[src/rtl/bus_arbiter_4_pkg.sv]
// Shared types and constants for the 4-requester round-robin bus arbiter.
package bus_arbiter_4_pkg;

  localparam int unsigned NUM_REQ          = 4;
  localparam int unsigned IDX_W            = 2;
  localparam int unsigned CNT_W            = 8;
  localparam int unsigned MAX_HOLD_DEFAULT = 8;

  typedef enum logic [1:0] {
    IDLE    = 2'd0,
    GRANT   = 2'd1,
    RELEASE = 2'd2
  } arb_state_e;

  // Round-robin pick: first set request scanning upward from last+1 (mod 4).
  // The last owner itself is considered only after every other requester.
  function automatic logic [IDX_W-1:0] rr_pick(input logic [NUM_REQ-1:0] req,
                                                input logic [IDX_W-1:0]   last);
    logic [IDX_W-1:0] idx;
    rr_pick = last;
    for (int k = NUM_REQ; k >= 1; k--) begin
      idx = last + IDX_W'(k);
      if (req[idx]) rr_pick = idx;
    end
  endfunction

endpackage

[src/rtl/bus_arbiter_4_mux.sv]
// Shared data-path multiplexer: selects I[S] when enabled, drives zero otherwise.
module mux_4NtoN #(
  parameter int unsigned N = 32
) (
  input  logic [N-1:0] I0,
  input  logic [N-1:0] I1,
  input  logic [N-1:0] I2,
  input  logic [N-1:0] I3,
  input  logic [1:0]   S,
  input  logic         enable,
  output logic [N-1:0] O
);

  always_comb begin
    O = '0;
    if (enable) begin
      case (S)
        2'd0:    O = I0;
        2'd1:    O = I1;
        2'd2:    O = I2;
        default: O = I3;
      endcase
    end
  end

endmodule

[src/rtl/bus_arbiter_4.sv]
// Four-requester round-robin bus arbiter with hold limit and one-cycle turnaround.
module bus_arbiter_4
  import bus_arbiter_4_pkg::*;
#(
  parameter int unsigned N        = 32,
  parameter int unsigned MAX_HOLD = MAX_HOLD_DEFAULT
) (
  input  logic               clk,
  input  logic               rst,
  input  logic [NUM_REQ-1:0] req,
  input  logic [NUM_REQ-1:0] done,
  input  logic [N-1:0]       I0,
  input  logic [N-1:0]       I1,
  input  logic [N-1:0]       I2,
  input  logic [N-1:0]       I3,
  output logic [NUM_REQ-1:0] grant,
  output logic [IDX_W-1:0]   S,
  output logic               enable,
  output logic [N-1:0]       O,
  output logic               timeout
);

  localparam logic [CNT_W-1:0] HOLD_MAX = CNT_W'(MAX_HOLD);

  arb_state_e         state_q, state_d;
  logic [NUM_REQ-1:0] grant_q, grant_d;
  logic [IDX_W-1:0]   s_q, s_d;
  logic               enable_q, enable_d;
  logic               timeout_q, timeout_d;
  logic [CNT_W-1:0]   cnt_q, cnt_d;
  logic [IDX_W-1:0]   last_owner_q, last_owner_d;

  logic [IDX_W-1:0]   winner;
  logic               owner_req;
  logic               owner_done;
  logic               expired;

  always_ff @(posedge clk) begin
    if (rst) begin
      state_q      <= IDLE;
      grant_q      <= '0;
      s_q          <= '0;
      enable_q     <= 1'b0;
      timeout_q    <= 1'b0;
      cnt_q        <= '0;
      last_owner_q <= IDX_W'(NUM_REQ - 1);
    end else begin
      state_q      <= state_d;
      grant_q      <= grant_d;
      s_q          <= s_d;
      enable_q     <= enable_d;
      timeout_q    <= timeout_d;
      cnt_q        <= cnt_d;
      last_owner_q <= last_owner_d;
    end
  end

  // Next-state and registered-output logic.
  always_comb begin
    state_d      = state_q;
    grant_d      = grant_q;
    s_d          = s_q;
    enable_d     = enable_q;
    timeout_d    = 1'b0;
    cnt_d        = cnt_q;
    last_owner_d = last_owner_q;

    winner     = rr_pick(req, last_owner_q);
    owner_req  = req[s_q];
    owner_done = done[s_q];
    expired    = (cnt_q == HOLD_MAX);

    case (state_q)
      IDLE: begin
        grant_d  = '0;
        enable_d = 1'b0;
        if (|req) begin
          state_d      = GRANT;
          grant_d      = NUM_REQ'(1) << winner;
          s_d          = winner;
          enable_d     = 1'b1;
          last_owner_d = winner;
          cnt_d        = CNT_W'(1);
        end
      end
      GRANT: begin
        if (!expired) cnt_d = cnt_q + CNT_W'(1);
        // done and a dropped request both take precedence over hold expiry
        if (!owner_req || owner_done || expired) begin
          state_d   = RELEASE;
          grant_d   = '0;
          enable_d  = 1'b0;
          cnt_d     = '0;
          timeout_d = expired && owner_req && !owner_done;
        end
      end
      RELEASE: begin
        state_d  = IDLE;
        grant_d  = '0;
        enable_d = 1'b0;
      end
      default: begin
        state_d  = IDLE;
        grant_d  = '0;
        enable_d = 1'b0;
      end
    endcase
  end

  assign grant   = grant_q;
  assign S       = s_q;
  assign enable  = enable_q;
  assign timeout = timeout_q;

  mux_4NtoN #(.N(N)) u_mux (
    .I0     (I0),
    .I1     (I1),
    .I2     (I2),
    .I3     (I3),
    .S      (s_q),
    .enable (enable_q),
    .O      (O)
  );

endmodule

[config.mk]
export PLATFORM = sky130hd
export DESIGN_NAME = bus_arbiter_4
export DESIGN_NICKNAME = d
export VERILOG_FILES = /design/src/rtl/bus_arbiter_4_pkg.sv /design/src/rtl/bus_arbiter_4_mux.sv /design/src/rtl/bus_arbiter_4.sv
export SDC_FILE = /design/constraint.sdc
export NUM_CORES = 1
export LEC_CHECK = 0
export ABC_AREA = 1
export CAP_MARGIN = 20
export CORE_MARGIN = 3
export CORE_UTILIZATION = 36
export CTS_CLUSTER_SIZE = 8
export DETAILED_ROUTE_END_ITERATION = 10
export GPL_TIMING_DRIVEN = 1
export PLACE_DENSITY_LB_ADDON = 0.08
export REMOVE_ABC_BUFFERS = 1
export SLEW_MARGIN = 5
export SYNTH_ARGS = -nofsm -noshare
export SYNTH_HDL_FRONTEND = slang
export SYNTH_SLANG_ARGS = --single-unit
[constraint.sdc]
create_clock -name clk -period 3.15 [get_ports clk]
set_input_delay 0.7875 -clock clk [delete_from_list [all_inputs] [get_ports clk]]
set_output_delay 0.7875 -clock clk [all_outputs]
set_load 0.05 [all_outputs]
After elaboration in Yosys (flattened, before gate mapping)

Index checks and enable logic that the tools add are counted.

Output and inout port bits: 40
Bits in registers: 20

Reductions and logical operators: 14
Add/subtract/negate cells: 4
Shifts and indexed selects: 1
Equal/unequal tests: 7
Order comparisons: 4
Multiplexer cells: 28
Bitwise operators: 2

Operator list:

| cell                                                                  | count |
|---|---|
| 32-bit case mux with 3 select lines                                   | 1 |
| 32-bit two-way mux                                                    | 1 |
| 8-bit two-way mux                                                     | 3 |
| 8-bit case mux with 2 select lines                                    | 1 |
| 2-bit by 3-bit < comparator with 1-bit output, second input constant  | 4 |
| 1-bit binary-select mux with 2-bit select                             | 5 |
| 2-bit two-way mux                                                     | 5 |
| 8-bit by 1-bit adder with 8-bit output, second input constant         | 1 |
| 8-bit by 4-bit equality test with 1-bit output, second input constant | 1 |
| 4-bit two-way mux                                                     | 2 |
| 4-bit case mux with 2 select lines                                    | 1 |
| 1-bit two-way mux                                                     | 7 |
| 2-bit adder, second input constant                                    | 2 |
| 2-bit by 1-bit equality test with 1-bit output, second input constant | 2 |
| 2-bit logical NOT                                                     | 2 |
| 2-bit != test, second input constant                                  | 2 |
| 2-bit case mux with 2 select lines                                    | 1 |
| 2-bit AND reduction                                                   | 2 |
| 4-bit OR reduction                                                    | 1 |
| 1-bit by 2-bit << shifter with 4-bit output, first input constant     | 1 |
| 3-bit != test, second input constant                                  | 1 |
| 3-bit AND reduction                                                   | 1 |
| 3-bit OR reduction                                                    | 1 |
| 2-bit by 1-bit adder with 2-bit output, second input constant         | 1 |
| other kinds (7)                                                       | 11 |

Depth between registers and ports, before layout

Gate-level depths: netlist of run 1.

Word-level depth: 9
Mapped depth: 12

Cells and area by module

A second synthesis of run 1 with hierarchy kept.

Cell total of the unflattened synthesis: 448
Area total of the unflattened synthesis: 2446.1 um^2

Modules (own cells, without submodules):

| module        | instances | area each (um^2) | cells each | seq. area each (um^2) |
|---|---|---|---|---|
| mux_4NtoN     | 1         | 1267.5           | 284        | 0.0 |
| bus_arbiter_4 | 1         | 1178.6           | 164        | 400.4 |

Worst setup path before layout of run 1

OpenSTA, ideal clock, no wires.

Path kind: register to output
From: reg s_q[1], in the netlist S[1]
To: out O[21]
Arrival time: 1.741 ns
Cell stages (with the launch flop): 8
Setup slack: 0.622 ns
Buffers on the path: 1
Path through: dfxtp_1 > inv_2 > nor2_2 > clkbuf_1 > nand2_1 > nand4_1 > nand2_1 > inv_1

Word-level cells in the longest chain between the ends: 3
Elaborated cells on any way between the ends: 5
Classes of those cells: 2 x eq/ne; 2 x mux; 1 x reduce/logical

RTL lines:

| what                                        | line                    | text |
|---|---|---|
| start: declaration                          | bus_arbiter_4.sv:27     | `logic [IDX_W-1:0] s_q, s_d;` |
| start signal: assignment                    | bus_arbiter_4.sv:42     | `s_q <= '0;` |
| start signal: assignment                    | bus_arbiter_4.sv:50     | `s_q <= s_d;` |
| 2-bit equality test (tied with other cells) | bus_arbiter_4_mux.sv:17 | `case (S)` |
| 32-bit case mux with 3 select lines *       | bus_arbiter_4_mux.sv:17 |  |
| 32-bit two-way mux *                        | bus_arbiter_4_mux.sv:16 | `if (enable) begin` |
| end: declaration                            | bus_arbiter_4.sv:19     | `output logic [N-1:0] O,` |

Every way passes the cells marked *; elsewhere a longest branch is shown, timed or not.

Final worst setup path of run 1

From: reg s_q[1], in the netlist S[1]
To: out O[24]

Same word-level chain as after synthesis.

==> metrics.csv, run 1 <==
stage,metric,value,unit
sta,setup TNS after final layout,0,ns
global_route,global-route wire length before repair,16.4,mm
critical_path,critical path class,reg -> out,
floorplanning,die width,83.3,um
route,detailed-route DRC error count,0,
placement,placed cell areas,4300,um2
sta,min cycle time layout,2.68,ns
clocking,TritonCTS buffer count,3,
cells_and_area,cell area after layout,4350,um2
synthesis,mean area per synthesized cell,5.10,um2
global_route,All-Layer GR Usage,29.1,%
cells_and_area,Area Growth Syn to Fin,103,%
min_path,hold crit path type,reg -> reg,
synthesis,Syn Std Cell Area,2150,um2
cells_and_area,"most common cell after layout, fill and taps aside",nand2_1,
critical_path,crit path DAT,1.89,ns
route,Top Layer Used,met4,
placement,Port-buffer cells,177,
placement,Post-DP HPWL,8.32,mm
floorplanning,I/O pin total,178,
cells_and_area,most frequent cells in the layout,"nand2_1 (226), clkdlybuf4s50_1 (144), inv_1 (50)",
sta,Final Cycle Share,84.9,%
synthesis,"FF+latch count, synth",20,
clocking,Worst-path clk slew,0.07,ns
sta,Final Setup Violations,0,
power,VDD IR max,0.855,mV
critical_path,CP Capture Type,primary output,
route,final wirelength,10.4,mm
global_route,initial antenna violation count,0,
clocking,Post-CTS Setup Inserts,0,
critical_path,Critical path origin,S[1],
placement,Placer Congestion,0.919,
global_route,GRT overflow,0,
sta,worst-margin pin slew,0.718,ns
route,DRT Pass-1 Iters,5,
floorplanning,die area,6930,um2
sta,Max Freq,0.374,GHz
global_route,largest net degree at the start of global routing,35,
route,DR vias/cell,5.03,
cells_and_area,fin util,77.1,%
clocking,Resized cells post-CTS,0,
min_path,Worst Min Path Start,enable,
critical_path,reg2reg setup slack,1.25,ns
floorplanning,Initial Util,38.1,%
cells_and_area,share of layout cells above drive strength 1,9.37,%
sta,Final Max Tran Viols,0,
sta,Final Hold Violating Endpoints,0,
clocking,# H-tree levels,1,
route,Starting DRT DRC Count,180,
floorplanning,core area,5640,um2
synthesis,Mapped Cells,421,
cells_and_area,Inserted Diodes,0,
clocking,CTS sink cnt,20,
route,met2 wire len,5.13,mm
global_route,number of global-route vias before repair,3087,
critical_path,type of origin of the critical path,register,
sta,Slew HR,52.0,%
route,DRT antenna net count,0,
clocking,Worst-Skew Late Latency,0.26,ns
critical_path,critical path required time,2.36,ns
cells_and_area,Fillers,455,
floorplanning,Rows,27,
clocking,CTS tree,done,
sta,RSZ-0062 raised after global routing,no,
cells_and_area,nets@finish,728,
synthesis,sequential-to-total area share from yosys stat,18.6,%
floorplanning,Die Ht,83.3,um
route,via count,3316,
power,pwr dens,755,nW/um2
critical_path,CP Max Fanout,25,
power,leakage power,2.03,nW
clocking,hold_buf cts,0,
clocking,Root Driver,clkbuf_8,
run_status,status,finished clean,
sta,Clock Skews,0.00457,ns
route,routed length per instance,15.8,um
clocking,Clock Tree Buf Depth,2,
synthesis,Synth warnings,0,
route,M1 WL,4.18,mm
run,Max Cap Viol,0,
critical_path,worst r2r src,S[0],
synthesis,Synth cell types,24,
route,Routed met3 length,904,um
-- final cells by class --
| type | instances | area (um2) | area share (%) |
|---|---|---|---|
| Timing Repair Buffer | 181 | 2130 | 49.0 |
| Multi-Input combinational cell | 326 | 1460 | 33.6 |
| Sequential cell | 20 | 400 | 9.20 |
| Inverter | 56 | 210 | 4.83 |
| Tap cell | 72 | 90.1 | 2.07 |
| Clock buffer | 4 | 55.1 | 1.27 |
-- worst paths after layout --
| kind | to | cells past startpoint |
|---|---|---|
| worst max-delay path | O[24] | 8 |
| worst min-delay path | enable | 2 |
| worst max register to register | grant[3] | 8 |
| worst min register to register | enable | 2 |
-- critical path, stage by stage, from the launching register on --
cell     delay, ns
dfxtp_1       0.44
inv_2         0.07
nor2_2        0.40
buf_12        0.24
nand2_1       0.07
nand4_1       0.09
nand2_1       0.06
inv_1         0.11
buf_12        0.14
-- cell families (layout without fill, tap and decap cells) --
| group | count (synthesis) | after routing | synth area share, % |
|---|---|---|---|
| XOR/XNOR | 3 | 3 | 1.22 |
| AO/OA/AOI/OAI | 19 | 19 | 5.18 |
| AND/OR/NAND/NOR | 302 | 302 | 60.5 |
| flip-flops | 20 | 20 | 18.6 |
| buffers and inverters | 75 | 241 | 13.3 |
| adder cells (fa/ha/maj) | 2 | 2 | 1.16 |
-- registers in the layout, indices dropped and copies added, names as in the netlist --
name,flops
timeout,1
grant,4
state_q,2
S,2
last_owner_q,2
enable,1
cnt_q,8
-- power breakdown --
part | leakage [nW] | total [mW] | internal (mW) | switching (mW)
logic | 1.84 | 2.71 | 1.10 | 1.61
clock network | 0.0288 | 0.196 | 0.111 | 0.0847
registers | 0.164 | 0.384 | 0.312 | 0.0719
-- routing by layer --
layer / global-route usage [%] / vias to the layer above
met5: 0 / -
met4: 6.84 / 0
met3: 6.65 / 23
met2: 51.4 / 129
met1: 35.6 / 1515
li1: - / 1649
-- Yosys cell counts --
library cell	count	area share [%]
nand2_1	226	39
inv_1	50	8.7
nand4_1	39	11
dfxtp_1	20	19
clkbuf_1	16	2.8
nand3_1	15	3.5
nor2_1	15	2.6
a21oi_1	12	2.8
inv_2	6	1.0
xor2_1	3	1.2
ha_1	2	1.2
nor3_1	2	0.47
o211ai_1	2	0.70
o21ai_0	2	0.47
o21ai_2	2	0.82
a31o_2	1	0.41
buf_1	1	0.17
buf_2	1	0.23
buf_4	1	0.35
nand3_2	1	0.47
nand3b_1	1	0.35
nor2_2	1	0.29
nor2_8	1	0.93
nor4_4	1	0.99
-- metrics by stage --
step | std cells | hold WS [ns] | power, mW | setup WS (ns)
after detailed placement | 655 | 0.471 | 3.09 | 0.597
after global routing | 659 | 0.526 | 3.52 | 0.318
final | 659 | 0.482 | 3.29 | 0.475
after CTS | 659 | 0.482 | 3.29 | 0.453
after floorplan | 402 | 0.456 | 1.92 | 0.110
after global placement | 655 | 0.467 | 3.05 | 0.599
Note: power is estimated with default switching activity, not from simulation.
==> run 2: changes to the inputs <==
--- a/config.mk
+++ b/config.mk
@@ -8,7 +8,7 @@
 export ABC_AREA = 1
 export CAP_MARGIN = 20
 export CORE_MARGIN = 3
-export CORE_UTILIZATION = 36
+export CORE_UTILIZATION = 33
 export CTS_CLUSTER_SIZE = 8
 export DETAILED_ROUTE_END_ITERATION = 10
 export GPL_TIMING_DRIVEN = 1
==> constraint.sdc (replaced) <==
create_clock -name clk -period 2.65 [get_ports clk]
set_input_delay 0.6625 -clock clk [delete_from_list [all_inputs] [get_ports clk]]
set_output_delay 0.6625 -clock clk [all_outputs]
set_load 0.05 [all_outputs]
==> metrics.csv, run 2 (synthesis results as in run 1) <==
stage,metric,value,unit
route,DRT antenna net count,0,
sta,min cycle time layout,2.46,ns
clocking,Root Driver,clkbuf_8,
clocking,Worst-path clk slew,0.07,ns
critical_path,slowest CP cell,dfxtp_1,
critical_path,CP cell instances,nand2_1 > inv_2 > buf_4 > nand2_1 > nand4_1 > nand2_1 > inv_1 > buf_12,
clocking,Resized cells post-CTS,0,
power,overall power,3.92,mW
clocking,Clock Tree Buf Depth,2,
global_route,GRT overflow,0,
critical_path,type of origin of the critical path,register,
sta,Max Freq,0.406,GHz
floorplanning,Die Ht,86.7,um
floorplanning,core area,6100,um2
clocking,CTS sink cnt,20,
sta,Clock Skews,0.00162,ns
cells_and_area,nets@finish,732,
placement,Post-DP HPWL,8.32,mm
critical_path,Critical path origin,S[0],
critical_path,critical path required time,1.99,ns
global_route,largest net degree at the start of global routing,35,
critical_path,worst r2r src,S[0],
floorplanning,Rows,28,
route,final wirelength,10.3,mm
cells_and_area,Fillers,515,
floorplanning,die width,86.7,um
floorplanning,die area,7510,um2
sta,Final Cycle Share,93.0,%
critical_path,CP Capture Type,primary output,
route,routed length per instance,15.4,um
cells_and_area,most frequent cells in the layout,"nand2_1 (226), clkdlybuf4s50_1 (144), inv_1 (50)",
clocking,Worst-Skew Late Latency,0.26,ns
clocking,Post-CTS Setup Inserts,0,
critical_path,cell family with most CP delay,buffers and inverters,
placement,Placer Congestion,0.870,
global_route,number of global-route vias before repair,3088,
cells_and_area,"most common cell after layout, fill and taps aside",nand2_1,
clocking,CTS tree,done,
critical_path,"most used cell, CP",nand2_1,
critical_path,CP Max Fanout,18,
sta,RSZ-0062 raised after global routing,no,
min_path,Worst Hold Path EP,grant[0],
min_path,hold crit path type,reg -> reg,
critical_path,worst reg2reg path depth,9,
clocking,hold_buf cts,0,
global_route,initial antenna violation count,0,
route,DR vias/cell,4.88,
route,detailed-route DRC error count,0,
critical_path,reg2reg setup slack,0.80,ns
critical_path,reg2reg end,cnt_q[4],
critical_path,critical path buffer and inverter count,4,
critical_path,max incr delay on CP,0.47,ns
power,leakage power,2.06,nW
run_status,status,finished clean,
sta,worst-margin pin slew,0.693,ns
sta,Final Setup Violations,0,
cells_and_area,"Most flops, register",cnt_q,
critical_path,crit path DAT,1.80,ns
power,pwr dens,891,nW/um2
critical_path,critical path class,reg -> out,
min_path,Worst Min Path Start,grant[0],
floorplanning,Initial Util,35.2,%
sta,Final Hold Violating Endpoints,0,
route,DRT Pass-1 Iters,5,
floorplanning,I/O pin total,178,
placement,Port-buffer cells,177,
cells_and_area,share of layout cells above drive strength 1,9.98,%
cells_and_area,Area Growth Syn to Fin,105,%
clocking,# H-tree levels,1,
run,Max Cap Viol,0,
cells_and_area,Largest register FFs,8,
power,VDD IR max,0.899,mV
sta,Slew HR,53.6,%
route,via count,3252,
clocking,TritonCTS buffer count,3,
global_route,global-route wire length before repair,16.0,mm
sta,Final Max Tran Viols,0,
min_path,hold path depth,2,
route,Starting DRT DRC Count,126,
sta,setup TNS after final layout,0,ns
global_route,All-Layer GR Usage,26.9,%
cells_and_area,Inserted Diodes,0,
[run 2: worst max path at each step]
stage                     endpoint  depth (start not counted)  slack [ns]
after global routing         O[19]                          8        0.01
after floorplan               O[0]                          5       -0.26
after detailed placement     O[31]                          6        0.38
after global placement       O[16]                          6        0.40
after CTS                    O[27]                          8        0.17
final                        O[27]                          8        0.19
[run 2: worst min-delay path: cells and delay by family (launching register included)]
kind             cells  cell delay [ns]
AND/OR/NAND/NOR      1             0.07
flip-flops           1             0.31
AO/OA/AOI/OAI        1             0.06
[run 2: final cells by class]
type / count / area [um2] / share of cell area, %
repair buffers: 185 / 2170 / 49.4
multi-input cells: 326 / 1460 / 33.3
flip-flops and latches: 20 / 400 / 9.10
inverters: 56 / 210 / 4.78
well taps: 75 / 93.8 / 2.13
clock buffers: 4 / 55.1 / 1.25
[run 2: power by group]
group / leakage (nW) / switching (mW) / internal, mW / total, mW
logic: 1.86 / 1.91 / 1.32 / 3.22
clock network: 0.0288 / 0.101 / 0.132 / 0.233
registers: 0.164 / 0.0933 / 0.370 / 0.464
total: 2.06 / 2.10 / 1.82 / 3.92
[run 2: metrics by stage]
stage | cell area [um2] | worst slack, ns | util (%) | hold WS [ns] | std cells
after detailed placement | 4340 | 0.380 | 71.2 | 0.476 | 662
after global placement | 4340 | 0.398 | 71.2 | 0.475 | 662
final | 4400 | 0.186 | 72.1 | 0.486 | 666
after CTS | 4400 | 0.170 | 72.1 | 0.490 | 666
after global routing | 4400 | 0.0135 | 72.1 | 0.511 | 666
after floorplan | 2070 | -0.265 | - | 0.456 | 402
[run 2: metal layers]
layer / GRT usage, % / share of wire (%) / vias to the layer above
met4: 4.67 / 1.2 / 0
li1: - / - / 1661
met5: 0 / 0 / -
met3: 4.37 / 8.0 / 11
met2: 49.4 / 50 / 119
met1: 33.0 / 41 / 1461
